### src/rtl/cdb_arbiter_if.sv
// cdb_arbiter_if: result handshake from producers plus the registered CDB broadcast
`ifndef ROB_SIZE_WIDTH
`define ROB_SIZE_WIDTH 5
`endif
interface cdb_arbiter_if #(
    parameter int N_REQ  = 3,
    parameter int ROB_W  = `ROB_SIZE_WIDTH,
    parameter int DATA_W = 32,
    parameter int SRC_W  = 2
);
    logic [N_REQ-1:0]        req_valid;
    logic [N_REQ*ROB_W-1:0]  req_rob_id;
    logic [N_REQ*DATA_W-1:0] req_value;
    logic [N_REQ-1:0]        req_ready;
    logic                    cdb_valid;
    logic [ROB_W-1:0]        cdb_rob_id;
    logic [DATA_W-1:0]       cdb_value;
    logic [SRC_W-1:0]        cdb_src;

    modport master (
        output req_valid, req_rob_id, req_value,
        input  req_ready, cdb_valid, cdb_rob_id, cdb_value, cdb_src
    );

    modport slave (
        input  req_valid, req_rob_id, req_value,
        output req_ready, cdb_valid, cdb_rob_id, cdb_value, cdb_src
    );
endinterface

### src/rtl/cdb_arbiter.sv
// cdb_arbiter: round-robin sharing of the common data bus; CDB_PERF_EN adds per-requester stall counters on perf_stall
`ifndef ROB_SIZE_WIDTH
`define ROB_SIZE_WIDTH 5
`endif
module cdb_arbiter #(
    parameter int N_REQ  = 3,
    parameter int ROB_W  = `ROB_SIZE_WIDTH,
    parameter int DATA_W = 32,
    parameter int SRC_W  = 2
) (
    input  logic                clk,
    input  logic                rst,
    input  logic                rdy,
    input  logic                flush,
`ifdef CDB_PERF_EN
    output logic [N_REQ*32-1:0] perf_stall,
`endif
    cdb_arbiter_if.slave        bus
);
    logic [SRC_W-1:0]  rr_ptr;
    logic [SRC_W-1:0]  g;
    logic              hit;
    logic [ROB_W-1:0]  sel_rob_id;
    logic [DATA_W-1:0] sel_value;

    // First valid requester at or after rr_ptr, wrapping modulo N_REQ
    always_comb begin
        hit = 1'b0;
        g   = '0;
        for (int k = 0; k < N_REQ; k++)
            for (int i = 0; i < N_REQ; i++)
                if (!hit && bus.req_valid[i] && (int'(rr_ptr) + k) % N_REQ == i) begin
                    hit = 1'b1;
                    g   = SRC_W'(i);
                end
    end

    // Route the winner's payload toward the broadcast register
    always_comb begin
        sel_rob_id = '0;
        sel_value  = '0;
        for (int i = 0; i < N_REQ; i++)
            if (g == SRC_W'(i)) begin
                sel_rob_id = bus.req_rob_id[i*ROB_W +: ROB_W];
                sel_value  = bus.req_value[i*DATA_W +: DATA_W];
            end
    end

    assign bus.req_ready = (rst || !rdy || flush || !hit) ? '0 : N_REQ'(1) << g;

    // Registered broadcast and pointer; flush only kills the pulse, payload and pointer hold
    always_ff @(posedge clk) begin
        if (rst) begin
            bus.cdb_valid  <= 1'b0;
            bus.cdb_rob_id <= '0;
            bus.cdb_value  <= '0;
            bus.cdb_src    <= '0;
            rr_ptr         <= '0;
        end else if (rdy) begin
            if (flush || !hit) begin
                bus.cdb_valid <= 1'b0;
            end else begin
                bus.cdb_valid  <= 1'b1;
                bus.cdb_rob_id <= sel_rob_id;
                bus.cdb_value  <= sel_value;
                bus.cdb_src    <= g;
                rr_ptr         <= (g == SRC_W'(N_REQ - 1)) ? '0 : g + 1'b1;
            end
        end
    end

`ifdef CDB_PERF_EN
    logic [31:0] stall [N_REQ];

    // Saturating count of cycles each requester waited while the core was running
    always_ff @(posedge clk) begin
        if (rst) begin
            for (int i = 0; i < N_REQ; i++) stall[i] <= '0;
        end else if (rdy) begin
            for (int i = 0; i < N_REQ; i++)
                if (bus.req_valid[i] && !bus.req_ready[i] && stall[i] != '1)
                    stall[i] <= stall[i] + 32'd1;
        end
    end

    // Flatten the counters onto the packed port
    always_comb begin
        perf_stall = '0;
        for (int i = 0; i < N_REQ; i++) perf_stall[i*32 +: 32] = stall[i];
    end
`endif
endmodule

### src/flat_wrapper.sv
// flat-port wrapper written by rule: the top's interface ports become plain ports
module cdb_arbiter_flat 
#(
    parameter int N_REQ  = 3,
    parameter int ROB_W  = `ROB_SIZE_WIDTH,
    parameter int DATA_W = 32,
    parameter int SRC_W  = 2
)
  (clk, rst, rdy, flush, bus_req_valid, bus_req_rob_id, bus_req_value, bus_req_ready, bus_cdb_valid, bus_cdb_rob_id, bus_cdb_value, bus_cdb_src);
  cdb_arbiter_if #(.N_REQ(N_REQ), .ROB_W(ROB_W), .DATA_W(DATA_W), .SRC_W(SRC_W)) bus_i ();
  input  logic clk;
  input  logic rst;
  input  logic rdy;
  input  logic flush;
  input wire logic [$bits(bus_i.req_valid)-1:0] bus_req_valid;
  input wire logic [$bits(bus_i.req_rob_id)-1:0] bus_req_rob_id;
  input wire logic [$bits(bus_i.req_value)-1:0] bus_req_value;
  output wire logic [$bits(bus_i.req_ready)-1:0] bus_req_ready;
  output wire logic [$bits(bus_i.cdb_valid)-1:0] bus_cdb_valid;
  output wire logic [$bits(bus_i.cdb_rob_id)-1:0] bus_cdb_rob_id;
  output wire logic [$bits(bus_i.cdb_value)-1:0] bus_cdb_value;
  output wire logic [$bits(bus_i.cdb_src)-1:0] bus_cdb_src;
  assign bus_i.req_valid = bus_req_valid;
  assign bus_i.req_rob_id = bus_req_rob_id;
  assign bus_i.req_value = bus_req_value;
  assign bus_req_ready = bus_i.req_ready;
  assign bus_cdb_valid = bus_i.cdb_valid;
  assign bus_cdb_rob_id = bus_i.cdb_rob_id;
  assign bus_cdb_value = bus_i.cdb_value;
  assign bus_cdb_src = bus_i.cdb_src;
  cdb_arbiter #(.N_REQ(N_REQ), .ROB_W(ROB_W), .DATA_W(DATA_W), .SRC_W(SRC_W)) u_core (.clk(clk), .rst(rst), .rdy(rdy), .flush(flush), .bus(bus_i));
endmodule
### config.mk
export PLATFORM = sky130hd
export DESIGN_NAME = cdb_arbiter_flat
export DESIGN_NICKNAME = d
export VERILOG_FILES = /design/src/rtl/cdb_arbiter_if.sv /design/src/rtl/cdb_arbiter.sv /design/src/flat_wrapper.sv
export SDC_FILE = /design/constraint.sdc
export NUM_CORES = 1
export LEC_CHECK = 0
export ABC_CLOCK_PERIOD_IN_PS = 2700
export CAP_MARGIN = 25
export CELL_PAD_IN_SITES_DETAIL_PLACEMENT = 1
export CELL_PAD_IN_SITES_GLOBAL_PLACEMENT = 1
export CORE_AREA = 2 2 107 109
export DETAILED_ROUTE_END_ITERATION = 12
export DIE_AREA = 0 0 109 111
export PLACE_DENSITY_LB_ADDON = 0.1
export RECOVER_POWER = 25
export SYNTH_ARGS = -nofsm -noshare
export SYNTH_HDL_FRONTEND = slang
export SYNTH_SLANG_ARGS = --single-unit
### constraint.sdc
create_clock -name clk -period 2.7 [get_ports clk]
set_input_delay 0.81 -clock clk [delete_from_list [all_inputs] [get_ports clk]]
set_output_delay 0.81 -clock clk [all_outputs]
set_load 0.05 [all_outputs]
# Yosys cells after proc, flatten, opt, wreduce, memory -nomap -nowiden
# Index checks and enable logic that the tools add are counted.
# Widths: inputs -> output; s select.
[classes]
n_addsub = 3
div_mod_pow = 3
eq_ne = 8
shift = 1
muxes = 26
bitwise = 1
reduce_logical = 36
[op_table]
columns = ["op", "count"]
rows = [
  ["$eq 32x2->1 const B", 3],
  ["$eq 32x3->1 const B", 3],
  ["$logic_not 32->1", 3],
  ["$mux 32", 3],
  ["$mod 32x3->32 const B", 2],
  ["$mod 3x3->32 const B", 1],
  ["$logic_and 1x1->1", 17],
  ["$mux 2", 8],
  ["$mux 5", 3],
  ["$mux 1", 11],
  ["$logic_not 1->1", 10],
  ["$logic_or 1x1->1", 4],
  ["$add 2x1->3 const B", 1],
  ["$add 2x2->3 const B", 1],
  ["$mux 3", 1],
  ["$shl 1x2->3 const A", 1],
  ["$add 2x1->2 const B", 1],
  ["$eq 2x1->1 const B", 1],
  ["$eq 2x2->1 const B", 1],
  ["$logic_not 2->1", 1],
  ["$reduce_and 2->1", 1],
  ["$not 1->1", 1],
]
[totals]
regBits = 42
input_bits = 118
out_inout_bits = 43

# Depth between registers and ports, before layout
[depth]
word_depth = 40
mapped_depth = 10

# Worst setup path after synthesis
# OpenSTA, ideal clock, no wires.
[synth_timing]
path_type = "input-to-output"
startpoint = "input port bus_req_valid[1]"
endpoint = "output port bus_req_ready[0]"
t_arrival_ns = 2.472
setup_slack_ns = -0.582
stages = 4
path_buffers = 1
path_cell_list = "o21ba_2 o2111a_1 clkbuf_1 nor3_1"
[synth_between]
elab_chain_len = 34
word_cells_on_any_way = 43
[synth_lines]
columns = ["item", "line", "source"]
rows = [
  ["from (decl)", "flat_wrapper.sv:15", "input wire logic [$bits(bus_i.req_valid)-1:0] bus_req_valid;"],
  ["$logic_and 1x1->1 (2 in a row)", "cdb_arbiter.sv:32", "if (!hit && bus.req_valid[i] && (int'(rr_ptr) + k) % N_REQ == i) begin"],
  ["$mux 1", "cdb_arbiter.sv:32", ""],
  ["$logic_not 1->1", "cdb_arbiter.sv:32", ""],
  ["$logic_and 1x1->1 (2 in a row)", "cdb_arbiter.sv:32", ""],
  ["$mux 1", "cdb_arbiter.sv:32", ""],
  ["$logic_not 1->1", "cdb_arbiter.sv:32", ""],
  ["$logic_and 1x1->1 (2 in a row)", "cdb_arbiter.sv:32", ""],
  ["$mux 1", "cdb_arbiter.sv:32", ""],
  ["(+13 left out)", "-", ""],
  ["$logic_and 1x1->1 (2 in a row)", "cdb_arbiter.sv:32", ""],
  ["$mux 1", "cdb_arbiter.sv:32", ""],
  ["$logic_not 1->1", "cdb_arbiter.sv:32", ""],
  ["$logic_and 1x1->1 (2 in a row)", "cdb_arbiter.sv:32", ""],
  ["$mux 1", "cdb_arbiter.sv:32", ""],
  ["$logic_not 1->1", "cdb_arbiter.sv:49", "assign bus.req_ready = (rst || !rdy || flush || !hit) ? '0 : N_REQ'(1) << g;"],
  ["$logic_or 1x1->1", "cdb_arbiter.sv:49", ""],
  ["$mux 3 (*)", "cdb_arbiter.sv:49", ""],
  ["to (decl)", "flat_wrapper.sv:18", "output wire logic [$bits(bus_i.req_ready)-1:0] bus_req_ready;"],
]
# Mark *: on every way between the ends. The rest lies on a longest branch, timed or not.

# Worst setup path in the final report
[layout_timing]
startpoint = "register u_core.rr_ptr[0]"
endpoint = "output port bus_req_ready[1]"
[layout_between]
elab_chain_len = 39
word_cells_on_any_way = 60
[layout_lines]
columns = ["item", "line", "source"]
rows = [
  ["from (decl)", "cdb_arbiter.sv:20", "logic [SRC_W-1:0] rr_ptr;"],
  ["from (signal assigned)", "cdb_arbiter.sv:67", "rr_ptr <= (g == SRC_W'(N_REQ - 1)) ? '0 : g + 1'b1;"],
  ["parallel branches: the longest is 38 deep, another holds $mod 32x3->32", "-", ""],
  ["$mux 3 (*)", "cdb_arbiter.sv:49", ""],
]
# Mark *: on every way between the ends.

==> flow_summary.ini <==
[status]
outcome = complete, but fails checks
violations = negative setup slack

[clock_tree]
cts_tree = built
cts_sinks = 42
clk_pin_slew_ns = 0.06
clk_latency_ns = 0.28
clk_path_buf_depth = 2
holdBufCountCts = 0
cts_max_level = 2
cts_made_buffers = 5
clockRootBuffer = clkbuf_16

[die]
die_x_um = 109
rows = 39
die_h_um = 111
start_util_pct = 21.47
core-area_um2 = 11080
ios = 161
dieArea_um2 = 12100

[cells_and_area]
nets = 572
area_growth_pct = 87.43
multiInputGateArea_um2 = 1478
drive_above_1_share_pct = 11.95
diodes = 0
fill_cells = 1297
seq_area_um2 = 842.1

[setup_path]
cpLargestDelayFamily = simple AND/OR/NAND/NOR gates
critPathMaxFanout = 3
end_kind = output port
slowest_delay_ns = 0.50
reg2reg_slack_ns = 0.57
cp_num_buf_inv = 2
cp_slowest_cell = or4b_4
worstSetupPathType = reg2out
cp_cell_sequence = inv_2 -> ha_4 -> nor3_4 -> or4b_4 -> nor2_4 -> and3_4 -> buf_12
arrival_ns = 1.97
required_ns = 1.89
path_depth = 7
critical_path.startpoint_type = register
rr_worst_depth = 8

[timing]
setup_tns_ns = -0.08239
slew_violations = 0
fin_skew_ns = 0.003848
fin_ws_ns = -0.08239
post-route-min-period_ns = 2.782
relSlewSlack_pct = 63.72
max_freq_mhz = 359.4
finalHoldViolCount = 0
rsz0062_at_grt = true
finalCritPeriodShare_pct = 103.1
finalSetupViolCount = 1
tightest_slew_ns = 0.5426

[place]
numPortBuffers = 160
gp_congestion = 0.7547
dp_hpwl_um = 6979

[grt]
grt_max_degree = 44
track_usage_pct = 17.38
grt_pass1_wl_um = 16370
antenna_found_initial = 0
gr-total-overflow = 0
grt_pass1_vias = 3087

[pwr]
powerDensity_nw_per_um2 = 472.7
totalPowerFinal_mw = 2.107
p_leak_nw = 1.515
vdd_drop_max_uv = 254.1

[routing]
drtIter0Drc = 91
routed_wl_um = 10500
dr.pass1.iters = 4
drcViolationCount = 0
wl_per_cell_um = 17.65
drtAntennaViolNets = 0
vias = 2878
vias_per_cell = 4.837

[hold_path]
hold_path.class = reg2reg
whs_path_depth = 2

[synth]
synth.most_common_cell = o21ai_1
synth_commonest_cells = 56 x o21ai_1, 42 x dfxtp_1, 37 x a21boi_0, 37 x a31oi_1, 37 x nand3b_1
synth_top_area_cell = dfxtp_1
syn_area_um2 = 2379
avgSynthCellArea_um2 = 8.036
synthDominantCellAreaShare_pct = 35.35
synth-edff-count = 0
ys.flop_type = dfxtp_1
yosysWarnings = 0
synthTopCellsByArea = dfxtp_1 35%, o21ai_1 12%, a21boi_0 12%, nand3b_1 12%, a31oi_1 9.7%
synthArstFlopShare_pct = 0
syn_nets = 416
synthDistinctLibCells = 26
ys_seq_area_share_pct = 35.35
synthCells = 296
synth-seq-cells = 42

[flow_run]
cap_viol_max_count = 0
-- placed cells by master, fill, tap and decap left out, types with 2 or more instances in the layout --
cell type,Yosys,routed
nor2_1,3,2
nand2_1,8,7
nor3_4,0,2
a21oi_1,5,5
clkdlybuf4s50_1,0,152
o21ai_1,56,56
nor2_4,1,2
inv_1,3,2
buf_12,0,3
dfxtp_1,42,41
buf_4,0,21
o2111ai_4,0,2
a31oi_1,37,37
buf_2,5,3
a21boi_0,37,37
clkbuf_16,0,5
nand3b_1,37,37
o21ai_0,18,18
-- worst paths after layout --
| kind | startpoint | to |
|---|---|---|
| setup reg to reg | u_core.rr_ptr[0] | u_core.bus.cdb_value[1] |
| hold reg to reg | u_core.bus.cdb_src[0] | u_core.bus.cdb_src[0] |
| hold / removal | u_core.bus.cdb_src[0] | u_core.bus.cdb_src[0] |
| setup / recovery | u_core.rr_ptr[0] | bus_req_ready[1] |
-- timing repair --
action	in CTS	in global routing
setup buffers	0	1
gates resized for setup	21	7
cloned	0	0
setup endpoints to repair	3	3
pin swaps	3	6
-- metal layers --
layer	GRT usage, %	share of wire [%]	routed length [um]	vias up
li1	-	-	-	1419
met2	31.76	50	5232	104
met1	19.65	41	4269	1353
met4	2.735	0.38	40	0
met5	0	0	0	-
met3	5.644	9.1	961	2
-- cells by family after synthesis --
| family | after synthesis | share of synthesized area, % |
|---|---|---|
| buffers and inverters | 36 | 7.207 |
| AND/OR/NAND/NOR | 59 | 16.73 |
| AO/OA/AOI/OAI | 157 | 39.66 |
| flip-flops | 42 | 35.35 |
| adder cells (fa/ha/maj) | 2 | 1.052 |
-- per-stage QoR --
stage / utilization [%] / worst slack (ns) / instances / cell area (um2) / hold WS [ns]
2_1_floorplan: - / -0.1716 / 296 / 2396 / 0.4493
3_3_place_gp: 38.31 / -0.4166 / 587 / 4244 / 0.4498
3_5_place_dp: 38.31 / -0.4442 / 587 / 4244 / 0.4517
4_1_cts: 39.93 / -0.1387 / 594 / 4423 / 0.4610
5_1_grt: 40.25 / -0.1492 / 595 / 4458 / 0.4783
6_report: 40.25 / -0.08239 / 595 / 4458 / 0.4565
-- flip-flops by register name, summed over array words and instances, names as in the netlist --
signal                 cells
u_core.bus.cdb_rob_id      5
u_core.bus.cdb_src         2
u_core.bus.cdb_valid       1
u_core.bus.cdb_value      32
u_core.rr_ptr              2
-- power by group --
part           internal (mW)  switching, mW  leakage, nW
clock network          0.457          0.251       0.0829
registers              0.662         0.0226        0.343
logic                  0.342          0.372         1.09
-- final cells by class --
class,count,share of cell area [%]
multi-input combinational,218,33.15
sequential,42,18.89
clock inverter,1,0.6736
timing repair buffer,182,39.91
tap,143,4.013
clock buffer,6,3.115
inverter,3,0.2526
-- worst min-delay path, delay by kind of cell, from the launching register on --
family           cells  cell delay, ns
flip-flops           1            0.31
AND/OR/NAND/NOR      1            0.05
AO/OA/AOI/OAI        1            0.05
Power figures use the tool's default switching activity.
